===== src/rtl/mem_align_unit.sv =====
// rtl/mem_align_unit.sv - load/store alignment engine with optional two-beat split of misaligned accesses
// Optional feature macro: MEM_ALIGN_SPLIT_EN (undefined: misaligned accesses trap with resp_err)
module mem_align_unit #(
    parameter int ADDR_W = 32,
    parameter int DATA_W = 32
) (
    input  logic                  clk,
    input  logic                  rst,
    input  logic                  req_valid,
    output logic                  req_ready,
    input  logic [6:0]            req_opcode,
    input  logic [2:0]            req_funct,
    input  logic [ADDR_W-1:0]     req_addr,
    input  logic [31:0]           req_wdata,
    output logic                  mem_req_valid,
    input  logic                  mem_req_ready,
    output logic [ADDR_W-1:0]     mem_addr,
    output logic [DATA_W/8-1:0]   mem_we,
    output logic [DATA_W-1:0]     mem_wdata,
    input  logic                  mem_rvalid,
    input  logic [DATA_W-1:0]     mem_rdata,
    output logic                  resp_valid,
    output logic [31:0]           resp_data,
    output logic                  resp_err
);
    localparam int BE_W  = DATA_W / 8;
    localparam int OFF_W = $clog2(BE_W);
    localparam int W2    = 2 * DATA_W;
    localparam int BE2   = 2 * BE_W;

    localparam logic [6:0] OPC_LOAD  = 7'b0000011;
    localparam logic [6:0] OPC_STORE = 7'b0100011;
    localparam logic [2:0] FNC_LB  = 3'b000;
    localparam logic [2:0] FNC_LH  = 3'b001;
    localparam logic [2:0] FNC_LW  = 3'b010;
    localparam logic [2:0] FNC_LBU = 3'b100;
    localparam logic [2:0] FNC_LHU = 3'b101;

    typedef enum logic [2:0] {S_IDLE, S_REQ0, S_WAIT0, S_REQ1, S_WAIT1, S_DONE} state_t;
    state_t r_state, w_state_nxt;

    logic              r_is_load, r_split;
    logic [2:0]        r_funct;
    logic [OFF_W-1:0]  r_off;
    logic [ADDR_W-1:0] r_base;
    logic [DATA_W-1:0] r_wide_hi, r_rdata0, r_rdata1;
    logic [BE_W-1:0]   r_mask_hi;
    logic              r_mem_req_valid;
    logic [ADDR_W-1:0] r_mem_addr;
    logic [BE_W-1:0]   r_mem_we;
    logic [DATA_W-1:0] r_mem_wdata;
    logic [31:0]       r_resp_data;
    logic              r_resp_err;

    logic              w_accept, w_is_load, w_is_store, w_funct_ok, w_split, w_err;
    logic [OFF_W-1:0]  w_off;
    logic [2:0]        w_size;
    logic [4:0]        w_end;
    logic [ADDR_W-1:0] w_base;
    logic [W2-1:0]     w_wide;
    logic [BE2-1:0]    w_mask;
    logic [DATA_W-1:0] w_rd0, w_rd1;
    logic [31:0]       w_ld_w, w_ld_ext;

    always_comb begin
        w_accept   = req_valid && (r_state == S_IDLE);
        w_is_load  = (req_opcode == OPC_LOAD);
        w_is_store = (req_opcode == OPC_STORE);
        w_off      = req_addr[OFF_W-1:0];
        w_base     = {req_addr[ADDR_W-1:OFF_W], {OFF_W{1'b0}}};
        case (req_funct[1:0])
            2'b00:   w_size = 3'd1;
            2'b01:   w_size = 3'd2;
            default: w_size = 3'd4;
        endcase
        w_end   = 5'(w_off) + 5'(w_size);
        w_split = (w_end > 5'(BE_W));
        if (w_is_load)
            w_funct_ok = req_funct inside {FNC_LB, FNC_LH, FNC_LW, FNC_LBU, FNC_LHU};
        else if (w_is_store)
            w_funct_ok = req_funct inside {FNC_LB, FNC_LH, FNC_LW};
        else
            w_funct_ok = 1'b0;
`ifdef MEM_ALIGN_SPLIT_EN
        w_err = !w_funct_ok;
`else
        w_err = !w_funct_ok || w_split;
`endif
        // Both beats' lanes are built over a double-width window; beat1 takes the upper halves
        w_wide = W2'(req_wdata) << {w_off, 3'b000};
        w_mask = BE2'((32'd1 << w_size) - 32'd1) << w_off;
    end

    // Read data is used in the same cycle it is captured, so bypass the capture registers
    always_comb begin
        w_rd0  = (r_state == S_WAIT0) ? mem_rdata : r_rdata0;
        w_rd1  = (r_state == S_WAIT1) ? mem_rdata : r_rdata1;
        w_ld_w = 32'({w_rd1, w_rd0} >> {r_off, 3'b000});
        case (r_funct)
            FNC_LB:  w_ld_ext = {{24{w_ld_w[7]}}, w_ld_w[7:0]};
            FNC_LH:  w_ld_ext = {{16{w_ld_w[15]}}, w_ld_w[15:0]};
            FNC_LBU: w_ld_ext = {24'd0, w_ld_w[7:0]};
            FNC_LHU: w_ld_ext = {16'd0, w_ld_w[15:0]};
            default: w_ld_ext = w_ld_w;
        endcase
    end

    always_comb begin
        w_state_nxt = r_state;
        case (r_state)
            S_IDLE:  if (req_valid) w_state_nxt = w_err ? S_DONE : S_REQ0;
            S_REQ0:  if (mem_req_ready)
                         w_state_nxt = r_is_load ? S_WAIT0 : (r_split ? S_REQ1 : S_DONE);
            S_WAIT0: if (mem_rvalid) w_state_nxt = r_split ? S_REQ1 : S_DONE;
            S_REQ1:  if (mem_req_ready) w_state_nxt = r_is_load ? S_WAIT1 : S_DONE;
            S_WAIT1: if (mem_rvalid) w_state_nxt = S_DONE;
            S_DONE:  w_state_nxt = S_IDLE;
            default: w_state_nxt = S_IDLE;
        endcase
    end

    always_ff @(posedge clk) begin
        if (w_accept) begin
            r_is_load <= w_is_load;
            r_funct   <= req_funct;
            r_off     <= w_off;
            r_split   <= w_split;
            r_base    <= w_base;
            r_wide_hi <= w_wide[W2-1:DATA_W];
            r_mask_hi <= w_mask[BE2-1:BE_W];
        end
        if (r_state == S_WAIT0 && mem_rvalid) r_rdata0 <= mem_rdata;
        if (r_state == S_WAIT1 && mem_rvalid) r_rdata1 <= mem_rdata;
    end

    always_ff @(posedge clk) begin
        if (rst) begin
            r_state         <= S_IDLE;
            r_mem_req_valid <= 1'b0;
            r_mem_addr      <= '0;
            r_mem_we        <= '0;
            r_mem_wdata     <= '0;
            r_resp_data     <= '0;
            r_resp_err      <= 1'b0;
        end else begin
            r_state         <= w_state_nxt;
            r_mem_req_valid <= (w_state_nxt == S_REQ0) || (w_state_nxt == S_REQ1);
            if (r_state == S_IDLE && w_state_nxt == S_REQ0) begin
                r_mem_addr  <= w_base;
                r_mem_we    <= w_is_load ? '0 : w_mask[BE_W-1:0];
                r_mem_wdata <= w_wide[DATA_W-1:0];
            end else if (r_state != S_REQ1 && w_state_nxt == S_REQ1) begin
                r_mem_addr  <= r_base + ADDR_W'(BE_W);
                r_mem_we    <= r_is_load ? '0 : r_mask_hi;
                r_mem_wdata <= r_wide_hi;
            end else if (w_state_nxt != S_REQ0 && w_state_nxt != S_REQ1) begin
                r_mem_we <= '0;
            end
            // Loads reach DONE only from a WAIT state; entry straight from IDLE is an error
            if (r_state != S_DONE && w_state_nxt == S_DONE) begin
                r_resp_data <= (r_state == S_WAIT0 || r_state == S_WAIT1) ? w_ld_ext : 32'd0;
                r_resp_err  <= (r_state == S_IDLE);
            end else if (w_state_nxt == S_IDLE) begin
                r_resp_data <= '0;
                r_resp_err  <= 1'b0;
            end
        end
    end

    assign req_ready     = (r_state == S_IDLE);
    assign resp_valid    = (r_state == S_DONE);
    assign mem_req_valid = r_mem_req_valid;
    assign mem_addr      = r_mem_addr;
    assign mem_we        = r_mem_we;
    assign mem_wdata     = r_mem_wdata;
    assign resp_data     = r_resp_data;
    assign resp_err      = r_resp_err;
endmodule


===== config.mk =====
export PLATFORM = sky130hd
export DESIGN_NAME = mem_align_unit
export DESIGN_NICKNAME = d
export VERILOG_FILES = /design/src/rtl/mem_align_unit.sv
export SDC_FILE = /design/constraint.sdc
export NUM_CORES = 1
export LEC_CHECK = 0
export CAP_MARGIN = 10
export CORE_MARGIN = 2
export CORE_UTILIZATION = 25
export DETAILED_ROUTE_END_ITERATION = 8
export MAX_ROUTING_LAYER = met4
export PLACE_DENSITY = 0.49
export SYNTH_ARGS = -nofsm -noshare
export SYNTH_HDL_FRONTEND = slang
export SYNTH_SLANG_ARGS = --single-unit

===== constraint.sdc =====
create_clock -name clk -period 8.45 [get_ports clk]
set_input_delay 1.2675 -clock clk [delete_from_list [all_inputs] [get_ports clk]]
set_output_delay 1.2675 -clock clk [all_outputs]
set_load 0.005 [all_outputs]

After elaboration in Yosys (flattened, before gate mapping)
Index checks and enable logic that the tools add are counted.

Register bits: 242. Word-level logic and storage cells: 99. Bits of input ports: 111. Output and inout bits: 104.

Muxes and demuxes: 30. Equal/unequal tests: 22. Order comparisons: 1. Reductions and logical operators: 22. Add/subtract/negate cells: 3. Shifts and indexed selects: 4.

Operators with widths (count): $mux W32 (9); $pmux W32 S4 (1); $shl A32 B5 Y64 (1); $shr A64 B5 Y32 (1); $add A32 B3 Y32 const B (1); $mux W3 (8); $eq A3 B3 Y1 const B (7); $mux W4 (5); $pmux W3 S5 (1); $eq A3 B1 Y1 const B (4); $eq A3 B2 Y1 const B (4); $logic_not A3 Y1 (4); $shl A1 B3 Y8 const A (1); $shl A8 B2 Y8 (1); $sub A8 B1 Y8 const B (1); $eq A7 B2 Y1 const B (1); $eq A7 B6 Y1 const B (1); $logic_and A1 B1 Y1 (7); $ne A3 B2 Y1 const B (2); $pmux W3 S2 (1); $reduce_bool A3 Y1 (2); $mux W1 (5); $reduce_bool A5 Y1 (1); $add A2 B3 Y4 (1); 9 further kinds (12).

Logic depth before layout (Yosys ltp)
Gate-level depths: netlist of the first run.

Depth in word-level cells: 14. Gate-level depth with buffers: 13. Gate-level depth less buffers: 10.

Worst setup path before layout of the first run
Ideal clock, no wire load.

Path type: input-to-reg. Start: in req_valid. End: reg r_mem_addr[29] (netlist: mem_addr[29]). Cell stages on the path: 7. Data required time: 8320 ps. Data arrival time: 4353 ps. Slack: 3967 ps. Path through: and3_1 clkbuf_1 nand3_1 buf_2 buf_1 a31oi_1 o22ai_1.

Longest elaborated chain between the ends: 5. Elaborated cells between the ends (all ways): 8. Classes of those cells: eq/ne (2); mux (3); reduce/logical (3).

Ends and longest elaborated chain: from (decl) (line 9) `input logic req_valid,`; $mux W3 * (line 111) `S_IDLE: if (req_valid) w_state_nxt = w_err ? S_DONE : S_REQ0;`; $pmux W3 S5 * (line 110) `case (r_state)`; $eq A3 B1 Y1 or $eq A3 B2 Y1 (tied branches) (line 148, 152); $logic_and A1 B1 Y1 (on tied branches) (line 148, 152); $mux W32 or $reduce_bool A2 Y1 (tied branches); to (signal assigned) (line 149) `r_mem_addr <= w_base;`; to (signal assigned) (line 153) `r_mem_addr <= r_base + ADDR_W'(BE_W);`; to (decl) (line 49) `logic [ADDR_W-1:0] r_mem_addr;`.

Every way passes the cells marked *; elsewhere a longest branch is shown, timed or not. A chain may end at the register's enable or synchronous reset.

Worst setup path in the final report of the first run
Start: in req_addr[1]. End: reg r_mem_addr[22] (netlist: mem_addr[22]).

Longest elaborated chain between the ends: 9. Elaborated cells between the ends (all ways): 12. Classes of those cells: add/sub (1); order compare (1); eq/ne (2); mux (4); reduce/logical (4).

Ends and longest elaborated chain: from (decl) (line 13) `input logic [ADDR_W-1:0] req_addr,`; $add A2 B3 Y4 * (line 76) `w_end = 5'(w_off) + 5'(w_size);`; $gt A4 B3 Y1 * (line 77) `w_split = (w_end > 5'(BE_W));`; $logic_or A1 B1 Y1 * (line 87) `w_err = !w_funct_ok || w_split;`; $mux W3 * (2 in a row) (line 111); $pmux W3 S5 * (line 110); $eq A3 B1 Y1 or $eq A3 B2 Y1 (tied branches) (line 148, 152); $logic_and A1 B1 Y1 (on tied branches) (line 148, 152); $mux W32 or $reduce_bool A2 Y1 (tied branches).

Marked as above.

==> metrics, run 1 <==
total of buffers placed on input and output ports=212; Min-Delay Endpoint=mem_addr[9]; XOR/XNOR Fraction of Synth Area=2.42%; DRC marker count from the first detailed-route iteration=621; worst IR drop on VDD=0.000122 V; setup violators final=0; final worst-path cycle share=62.1%; Setup crit end kind=register; count of vias placed by the detailed router=8198; portion of netlist area occupied by mux cells=14.3%; Cell Count Post-Placement=1676; Final Routed Wirelength=33.8 mm; first-pass GRT wire length=50.7 mm; All-Layer GR Usage=15.2%; cell breakdown of the critical path=buf_2 > clkinv_1 > fa_1 > xor2_1 > o22a_1 > and3_1 > buf_4 > nor2_2 > nand2_1 > o21ai_1; worst hold path type=register to register; cell at the root of the clock tree=sky130_fd_sc_hd__clkbuf_16; I/O pins=215; Max Cap Viol=0; Synth Register Bits=224; source of the worst hold timing path=mem_addr[9]; Gate power share=16.5%; status=completed; most common cell after layout, fill and taps aside=sky130_fd_sc_hd__clkdlybuf4s50_1; drt via density=4.74; Worst-path clk slew=60 ps; internal portion of total power=2.16 mW; final routed wire length divided by cell count=19.5 microns; initial antenna violation count=1; count of clock tree sinks=224; remaining global-route overflow=0; Metal-1 WL=16.0 mm; top achievable clock speed=191 MHz; weighted congestion reported at the end of routability-driven placement=0.827; share of post-route cells with drive strength above 1=10.8%; highest cell delay on the worst timing path=940 ps; post-place instance area=13400 sq um; register share of total power=43.9%; number of buffers added by the clock tree synthesis step=28; post-synthesis simple-gate area fraction=13.7%; synthesized area divided by synthesized cell count=11.6 sq um; netlist area before placement=10800 sq um; worst slew margin relative to its limit=24.2%; number of distinct standard cells referenced by the synthesized netlist=71; type of the setup path with the least slack=input pin to register; most frequent cells in the layout=sky130_fd_sc_hd__clkdlybuf4s50_1, sky130_fd_sc_hd__edfxtp_1, sky130_fd_sc_hd__nand2_1; total length of routed met3 wires=1.69 mm; number of H-tree levels=1; worst hold slack=458 ps; number of DRC violations after detailed routing=0; Sw Ratio=26.6%; critical-path maximum fanout=46; Worst Reg-to-Reg Cells=7; final cell count without fillers=1730; Final Slew Violations=0; cell at the slowest stage of the critical path=sky130_fd_sc_hd__clkinv_1; Die Area=45000 sq um; Final Total Pwr=2.94 mW; setup slack on the worst flop-to-flop path=5060 ps; Area Growth Syn to Fin=32.2%; synth warn=0; RSZ-0062 raised after global routing=no; worst setup skew after layout=32.2 ps; slew of the pin with the lowest slew margin=1130 ps; async set-reset flop share out of synthesis=0%; worst path arrival time=5740 ps; DP HPWL=23.4 mm; Die W=212 microns; Synth Area in Compound Gates=12.4%; count of nets after finishing=1238; number of endpoints with negative hold slack in the final report=0; placeable core region=42900 sq um; fraction of the yosys area taken by sequential cells=52.6%; Hold Buf Count CTS=0; Net Sw Power=0.781 mW; area of all placed cells without fillers=14300 sq um; number of nets with antenna violations after routing=0; terminus of the critical flop-to-flop path=resp_data[30]; worst skew pair latency=560 ps; end-of-flow core utilization=33.4%; ys flop type=sky130_fd_sc_hd__edfxtp_1; die boundary height=212 microns; startpoint class of the critical path=input pin; Placement Rows=76; minimum clock period=5250 ps; Post-synth EDFFs=121; maximum buffer depth of the clock tree=3; dominant combinational cell family by area after synthesis=multiplexers; initial core utilization=25.3%; length of the first detailed-routing pass in iterations=5; Resized Gates After CTS=0; setup total negative slack=0 ps; largest net degree at the start of global routing=69; number of cells on the worst hold path=2; clock power share=39.5%; via count of the first global-routing pass=8196; setup slack after placement=2590 ps; PwrDens=205 nW/um^2; count of buffer and inverter cells on the critical path=3; critical register-to-register path startpoint=r_state[1]; highest metal layer with signal wires=met4; clock tree from TritonCTS=built; number of instances in the synthesized netlist=936; leakage=4.85 nW; crit-path leading delay family=buffers and inverters; final worst setup slack=3200 ps; total length of routed met2 wires=15.1 mm; critical path data required time=8940 ps; Synth Area in Adders=0.762%; setup repair bufs after CTS=0
-- power groups by stage --
stage | logic, mW | registers, mW | clock network, mW
after floorplan | 0.303 | 1.29 | 0
after CTS | 0.494 | 1.29 | 1.19
final | 0.485 | 1.29 | 1.16
after global routing | 0.529 | 1.30 | 1.23
after detailed placement | 0.492 | 1.31 | 0
after global placement | 0.489 | 1.31 | 0
-- layout make-up --
class / instances / area, sq um
Tap cell: 585 / 732
Sequential cell: 224 / 5700
Multi-Input combinational cell: 634 / 4760
Fill cell: 4319 / 28600
Clock inverter: 9 / 63.8
Clock buffer: 43 / 847
Timing Repair Buffer: 224 / 2200
Antenna cell: 2 / 5.00
Inverter: 9 / 33.8
-- registers in the layout (all words and copies together), names as in the netlist, 2 cells and up --
signal / cells
mem_addr: 30
r_wide_hi: 24
resp_data: 32
r_base: 30
r_state: 3
r_mask_hi: 4
r_rdata1: 24
r_rdata0: 32
mem_wdata: 32
r_funct: 3
r_off: 2
mem_we: 4
-- worst max-delay path by stage --
stage | startpoint | to | cells after the start
after floorplan | req_valid | mem_addr[29] | 7
after global placement | req_addr[1] | mem_addr[22] | 10
after detailed placement | req_addr[1] | mem_addr[22] | 10
after CTS | req_addr[1] | mem_addr[22] | 10
after global routing | req_addr[1] | mem_addr[22] | 10
final | req_addr[1] | mem_addr[22] | 10
-- cells by family (layout without fill, tap and decap cells) --
group | count (synthesis) | after routing
and+or+nand+nor | 306 | 306
DFF | 224 | 224
AOI/OAI and AO/OA | 174 | 174
muxes | 116 | 116
buffers and inverters | 79 | 285
xor gates and xnor gates | 30 | 30
adders and majority gates | 6 | 6
other | 1 | 4
-- worst reg2reg max path: cells and delay by family (launching register included) --
family	cells	cell delay, ps
multiplexers	2	460
buffers and inverters	1	490
AO/OA/AOI/OAI	3	900
flip-flops	1	600
AND/OR/NAND/NOR	1	880
-- Yosys cell counts, types with 3 or more instances --
cell	n	area, sq um
sky130_fd_sc_hd__o2bb2ai_1	8	70.1
sky130_fd_sc_hd__dfxtp_1	103	2060
sky130_fd_sc_hd__buf_4	11	82.6
sky130_fd_sc_hd__mux4_2	30	676
sky130_fd_sc_hd__nand4_1	8	50.1
sky130_fd_sc_hd__xnor2_1	12	105
sky130_fd_sc_hd__xor2_1	18	158
sky130_fd_sc_hd__nand3b_1	13	97.6
sky130_fd_sc_hd__clkbuf_1	27	101
sky130_fd_sc_hd__and4_1	6	52.6
sky130_fd_sc_hd__a32oi_1	16	140
sky130_fd_sc_hd__nand3_1	22	110
sky130_fd_sc_hd__a21o_1	3	22.5
sky130_fd_sc_hd__mux2i_1	76	761
sky130_fd_sc_hd__buf_6	7	78.8
sky130_fd_sc_hd__nor2_1	74	278
sky130_fd_sc_hd__nor4_1	8	50.1
sky130_fd_sc_hd__buf_1	8	30.0
sky130_fd_sc_hd__buf_2	17	85.1
sky130_fd_sc_hd__and3_1	17	106
sky130_fd_sc_hd__a22o_1	32	280
sky130_fd_sc_hd__nand2_1	117	439
sky130_fd_sc_hd__nor2b_1	3	18.8
sky130_fd_sc_hd__nor3_1	10	50.1
sky130_fd_sc_hd__a32o_1	3	30.0
sky130_fd_sc_hd__and2_1	7	43.8
sky130_fd_sc_hd__a22oi_1	14	105
sky130_fd_sc_hd__inv_1	8	30.0
sky130_fd_sc_hd__a2bb2oi_1	3	26.3
sky130_fd_sc_hd__edfxtp_1	121	3630
sky130_fd_sc_hd__nand2b_1	5	31.3
sky130_fd_sc_hd__a221oi_1	8	70.1
sky130_fd_sc_hd__ha_1	5	62.6
sky130_fd_sc_hd__mux2_2	9	101
sky130_fd_sc_hd__o21ai_1	10	50.1
sky130_fd_sc_hd__a21oi_1	32	160
sky130_fd_sc_hd__a311oi_1	11	96.3
sky130_fd_sc_hd__o21ai_0	13	65.1
-- routing by layer --
layer | up-vias | global-route usage (%)
li1 | 3916 | -
met1 | 4001 | 21.0
met2 | 233 | 23.2
met3 | 48 | 2.33
met4 | 0 | 4.32
met5 | - | -
(Power assumes the default switching activity.)
==> run 2, diff against run 1 <==
Clock period 8.45 ns to 5.1 ns, I/O delays scaled along.
==> metrics, run 2 (synthesis gave the netlist of run 1 again) <==
status=completed; count of vias placed by the detailed router=8244 (+0.56%); Resized Gates After CTS=0 (unchanged); critical path data required time=5610 ps (-3330 ps); most common cell after layout, fill and taps aside=sky130_fd_sc_hd__clkdlybuf4s50_1; startpoint class of the critical path=input pin; leakage=4.90 nW (+1.1%); number of buffers added by the clock tree synthesis step=28 (unchanged); setup slack on the worst flop-to-flop path=1900 ps (-3160 ps); minimum clock period=3370 ps; final cell count without fillers=1742 (+0.69%); worst hold slack=452 ps (-6.57 ps); I/O pins=215 (unchanged); area used by multi-input combinational logic=4760 sq um (unchanged); Setup crit end kind=register; worst path arrival time=3880 ps (-1860 ps); Die W=212 microns (unchanged); met3 Track Usage GR=2.70% (+0.37 points); Hold Buf Count CTS=0 (unchanged); count of nets after finishing=1245 (+0.57%); via count of the first global-routing pass=8303 (+1.3%); Placement Rows=76 (unchanged); Min-Delay Endpoint=mem_addr[15]; number of H-tree levels=1 (unchanged); number of DRC violations after detailed routing=0 (unchanged); slew of the pin with the lowest slew margin=1060 ps (-74.3 ps); remaining global-route overflow=0 (unchanged); RSZ-0062 raised after global routing=no; setup slack after placement=1150 ps (-1430 ps); DP HPWL=23.6 mm (+0.93%); type of the setup path with the least slack=input pin to register; weighted congestion reported at the end of routability-driven placement=0.806 (-2.5%); initial antenna violation count=4 (+3); die boundary height=212 microns (unchanged); number of inserted filler cells in the final layout=4264 (-1.3%); Die Area=45000 sq um (unchanged); drt via density=4.73 (-0.13%); Worst Reg-to-Reg Cells=7 (unchanged); placeable core region=42900 sq um (unchanged); terminus of the critical flop-to-flop path=resp_data[30]; worst setup skew after layout=27.8 ps (-4.45 ps); worst hold path type=register to register; total of buffers placed on input and output ports=212 (unchanged); clock tree from TritonCTS=built; maximum buffer depth of the clock tree=3 (unchanged); setup violators final=0 (unchanged); number of endpoints with negative hold slack in the final report=0 (unchanged); critical register-to-register path startpoint=r_state[1]; first-pass GRT wire length=50.9 mm (+0.41%); top achievable clock speed=297 MHz; Max Cap Viol=0 (unchanged); worst slew margin relative to its limit=29.2% (+5.0 points); initial core utilization=25.3% (unchanged); busiest layer in global routing=met2; All-Layer GR Usage=15.2% (about the same); met2 Resource Use GR=23.3% (+0.068 points); share of post-route cells with drive strength above 1=11.3% (+0.46 points); number of nets with antenna violations after routing=0 (unchanged); Final Routed Wirelength=33.7 mm (about the same); setup total negative slack=0 ps (unchanged); length of the first detailed-routing pass in iterations=5 (unchanged); critical-path maximum fanout=8 (-83%); Cell Count Post-Placement=1683 (+0.42%); Worst-path clk slew=60 ps (about the same); cell at the root of the clock tree=sky130_fd_sc_hd__clkbuf_16; final routed wire length divided by cell count=19.4 microns (-0.75%); number of cells on the worst hold path=2 (unchanged); met1 demand-to-capacity share in global routing=20.5% (-0.41 points); worst skew pair latency=570 ps (about the same); largest net degree at the start of global routing=67 (-2.9%); worst IR drop on VDD=0.000175 V (+44%); setup repair bufs after CTS=0 (unchanged); DRC marker count from the first detailed-route iteration=481 (-23%); source of the worst hold timing path=mem_addr[15]; Register Area=5700 sq um (unchanged); Final Total Pwr=5.02 mW (+71%); most frequent cells in the layout=sky130_fd_sc_hd__clkdlybuf4s50_1, sky130_fd_sc_hd__edfxtp_1, sky130_fd_sc_hd__nand2_1; Area Growth Syn to Fin=33.4%; Final Slew Violations=0 (unchanged); final worst setup slack=1730 ps (-1470 ps); count of clock tree sinks=224 (unchanged); PwrDens=348 nW/um^2 (+70%); final worst-path cycle share=66.1%
==> run 2: cell types whose count changed in the layout (fill, tap and decap cells not counted) <==
cell,previous run,this run
sky130_fd_sc_hd__clkinv_1,1,6
sky130_fd_sc_hd__inv_6,0,2
sky130_fd_sc_hd__buf_4,12,19
sky130_fd_sc_hd__diode_2,2,7
sky130_fd_sc_hd__bufinv_16,0,5
sky130_fd_sc_hd__clkinv_4,2,0
sky130_fd_sc_hd__clkbuf_8,9,1
sky130_fd_sc_hd__clkbuf_1,6,2
sky130_fd_sc_hd__clkinvlp_4,0,2
==> run 2: layer usage <==
layer / up-vias / part of all wire, %
li1: 3932 / -
met1: 4033 / 47
met2: 235 / 46
met3: 44 / 5.4
met4: 0 / 2.3
met5: - / 0
==> run 2: how the worst max path moves through the flow <==
stage,from,to,slack (ps),cells past startpoint
after CTS,req_funct[0],mem_wdata[5],1730,10
after detailed placement,req_funct[0],mem_wdata[5],1150,10
after global placement,req_funct[1],mem_wdata[5],1260,11
after global routing,req_funct[1],mem_wdata[3],1410,11
after floorplan,req_valid,mem_addr[29],1120,7
final,req_funct[0],mem_wdata[5],1730,10
==> run 2: report_power, final <==
group	internal [mW]	switching, mW
Clock	1.27	0.802
Sequential	2.05	0.0876
Combinational	0.385	0.427
==> run 2: metrics by stage <==
| step | utilization [%] | cell area, sq um |
|---|---|---|
| 6_report | 33.7 | 14500 |
| 5_1_grt | 33.7 | 14400 |
| 4_1_cts | 33.7 | 14400 |
| 3_5_place_dp | 31.4 | 13500 |
| 3_3_place_gp | 31.4 | 13500 |
| 2_1_floorplan | - | 10800 |
==> run 2: final cells by class <==
class,instances,share of cell area (%)
clock inverters,21,1.71
multi-input cells,634,32.9
clock buffers,31,4.99
repair buffers,231,15.6
well taps,585,5.06
flip-flops and latches,224,39.4
diodes,7,0.121
inverters,9,0.234
==> run 2: critical path, cell delays in order <==
cell and delay (ps):
sky130_fd_sc_hd__clkdlybuf4s50_1 510, sky130_fd_sc_hd__nor2b_1 300, sky130_fd_sc_hd__inv_1 150, sky130_fd_sc_hd__fa_1 480, sky130_fd_sc_hd__nor2b_1 150, sky130_fd_sc_hd__o22a_1 220, sky130_fd_sc_hd__nand3_1 310, sky130_fd_sc_hd__nor4_2 680
sky130_fd_sc_hd__a32o_1 230, sky130_fd_sc_hd__a21o_1 90
==> run 3, diff against run 2 <==
Clock period 5.1 ns to 3.16 ns, I/O delays scaled along.
==> metrics, run 3 (synthesis gave the netlist of run 1 again) <==
status=completed; cell at the slowest stage of the critical path=sky130_fd_sc_hd__nor4_2; final worst-path cycle share=93.3%; startpoint class of the critical path=input pin; length of the first detailed-routing pass in iterations=7 (+2); die boundary height=212 microns (unchanged); Max Cap Viol=0 (unchanged); Resized Gates After CTS=0 (unchanged); number of endpoints with negative hold slack in the final report=0 (unchanged); initial antenna violation count=2 (-2); initial core utilization=25.3% (unchanged); setup slack after placement=-308 ps (-1460 ps); number of DRC violations after detailed routing=0 (unchanged); Register Area=5700 sq um (unchanged); cell at the root of the clock tree=sky130_fd_sc_hd__clkbuf_16; total of buffers placed on input and output ports=212 (unchanged); number of H-tree levels=1 (unchanged); clock tree from TritonCTS=built; Final Slew Violations=0 (unchanged); weighted congestion reported at the end of routability-driven placement=0.816 (+1.2%); count of nets after finishing=1273 (+2.2%); Die W=212 microns (unchanged); critical register-to-register path startpoint=r_state[1]; worst setup path startpoint=req_funct[0]; highest cell delay on the worst timing path=650 ps (-30 ps); number of inserted filler cells in the final layout=4287 (+0.54%); count of buffer and inverter cells on the critical path=3 (+1); DP HPWL=24.5 mm (+3.8%); crit-path leading delay family=simple AND/OR/NAND/NOR gates; I/O pins=215 (unchanged); slew of the pin with the lowest slew margin=810 ps (-250 ps); PwrDens=525 nW/um^2 (+51%); most common cell after layout, fill and taps aside=sky130_fd_sc_hd__clkdlybuf4s50_1; first-pass GRT wire length=51.5 mm (+1.3%); critical path data required time=3640 ps (-1970 ps); leakage=5.00 nW (+2.1%); final routed wire length divided by cell count=19.4 microns (+0.11%); count of vias placed by the detailed router=8356 (+1.4%); share of post-route cells with drive strength above 1=13.1% (+1.8 points); number of nets with antenna violations after routing=0 (unchanged); worst skew pair latency=540 ps (-30 ps); cell breakdown of the critical path=clkdlybuf4s50_1 > nor2_1 > buf_4 > ha_1 > inv_1 > fa_1 > nor2b_1 > o22a_1 > nand3_1 > nor4_2 > a32o_1 > a21o_1; via count of the first global-routing pass=8293 (-0.12%); count of clock tree sinks=224 (unchanged); worst hold path type=register to register; worst hold slack=452 ps (-0.287 ps); maximum buffer depth of the clock tree=3 (unchanged); worst setup skew after layout=12.1 ps (-15.7 ps); type of the setup path with the least slack=input pin to register; end-of-flow core utilization=34.0% (+0.34 points); worst slew margin relative to its limit=45.6% (+16 points); worst path arrival time=3430 ps (-450 ps); source of the worst hold timing path=mem_addr[13]; minimum clock period=2950 ps; DRC marker count from the first detailed-route iteration=463 (-3.7%); worst IR drop on VDD=0.000267 V (+52%); most frequent cells in the layout=sky130_fd_sc_hd__clkdlybuf4s50_1, sky130_fd_sc_hd__edfxtp_1, sky130_fd_sc_hd__nand2_1; Final Routed Wirelength=34.2 mm (+1.4%); drt via density=4.74 (about the same); Worst-path clk slew=60 ps (about the same); top achievable clock speed=339 MHz; Placement Rows=76 (unchanged); placeable core region=42900 sq um (unchanged); final worst setup slack=211 ps (-1520 ps); largest net degree at the start of global routing=54 (-19%); RSZ-0062 raised after global routing=no; Hold Buf Count CTS=0 (unchanged); remaining global-route overflow=0 (unchanged); Area Growth Syn to Fin=34.7%; area used by multi-input combinational logic=4760 sq um (+0.11%); Die Area=45000 sq um (unchanged); number of buffers added by the clock tree synthesis step=27 (-3.6%); Setup crit end kind=register; critical-path maximum fanout=8 (unchanged); setup repair bufs after CTS=0 (unchanged); All-Layer GR Usage=15.4% (+0.16 points); setup violators final=0 (unchanged); Final Total Pwr=7.66 mW (+53%); setup total negative slack=0 ps (unchanged)
run 3: worst reg2reg max path, delay by kind of cell, from the launching register on:
family          cells  cell delay, ps
compound gates      1             190
simple gates        2             560
mux                 2             730
buf+inv             1             400
flops               1             600
run 3: power breakdown:
| group | internal [mW] | switching [mW] |
|---|---|---|
| sequential | 3.30 | 0.135 |
| combinational | 0.672 | 0.710 |
| clock | 1.61 | 1.23 |
run 3: layout make-up:
type	count	area share (%)
Clock inverter	13	0.480
Inverter	9	0.240
Tap cell	585	5.01
Sequential cell	224	39.0
Timing Repair Buffer	260	17.6
Multi-Input combinational cell	634	32.6
Antenna cell	3	0.0514
Clock buffer	36	5.00
run 3: metal layers:
layer | share of wire, % | GRT usage, % | up-vias
met3 | 5.4 | 2.53 | 42
li1 | - | - | 3978
met2 | 46 | 24.0 | 224
met4 | 1.6 | 3.11 | 0
met5 | 0 | - | -
met1 | 47 | 21.1 | 4112
run 3: worst paths after layout:
check,end,slack (ps),cells past startpoint
max,mem_wdata[3],210,12
max reg2reg,resp_data[12],580,6
min,mem_addr[13],450,2
min reg2reg,mem_addr[13],450,2
run 3: metrics by stage:
stage,instances,cell area [sq um]
6_report,1764,14600
3_3_place_gp,1712,13800
2_1_floorplan,937,10800
3_5_place_dp,1712,13800
5_1_grt,1763,14600
4_1_cts,1761,14600
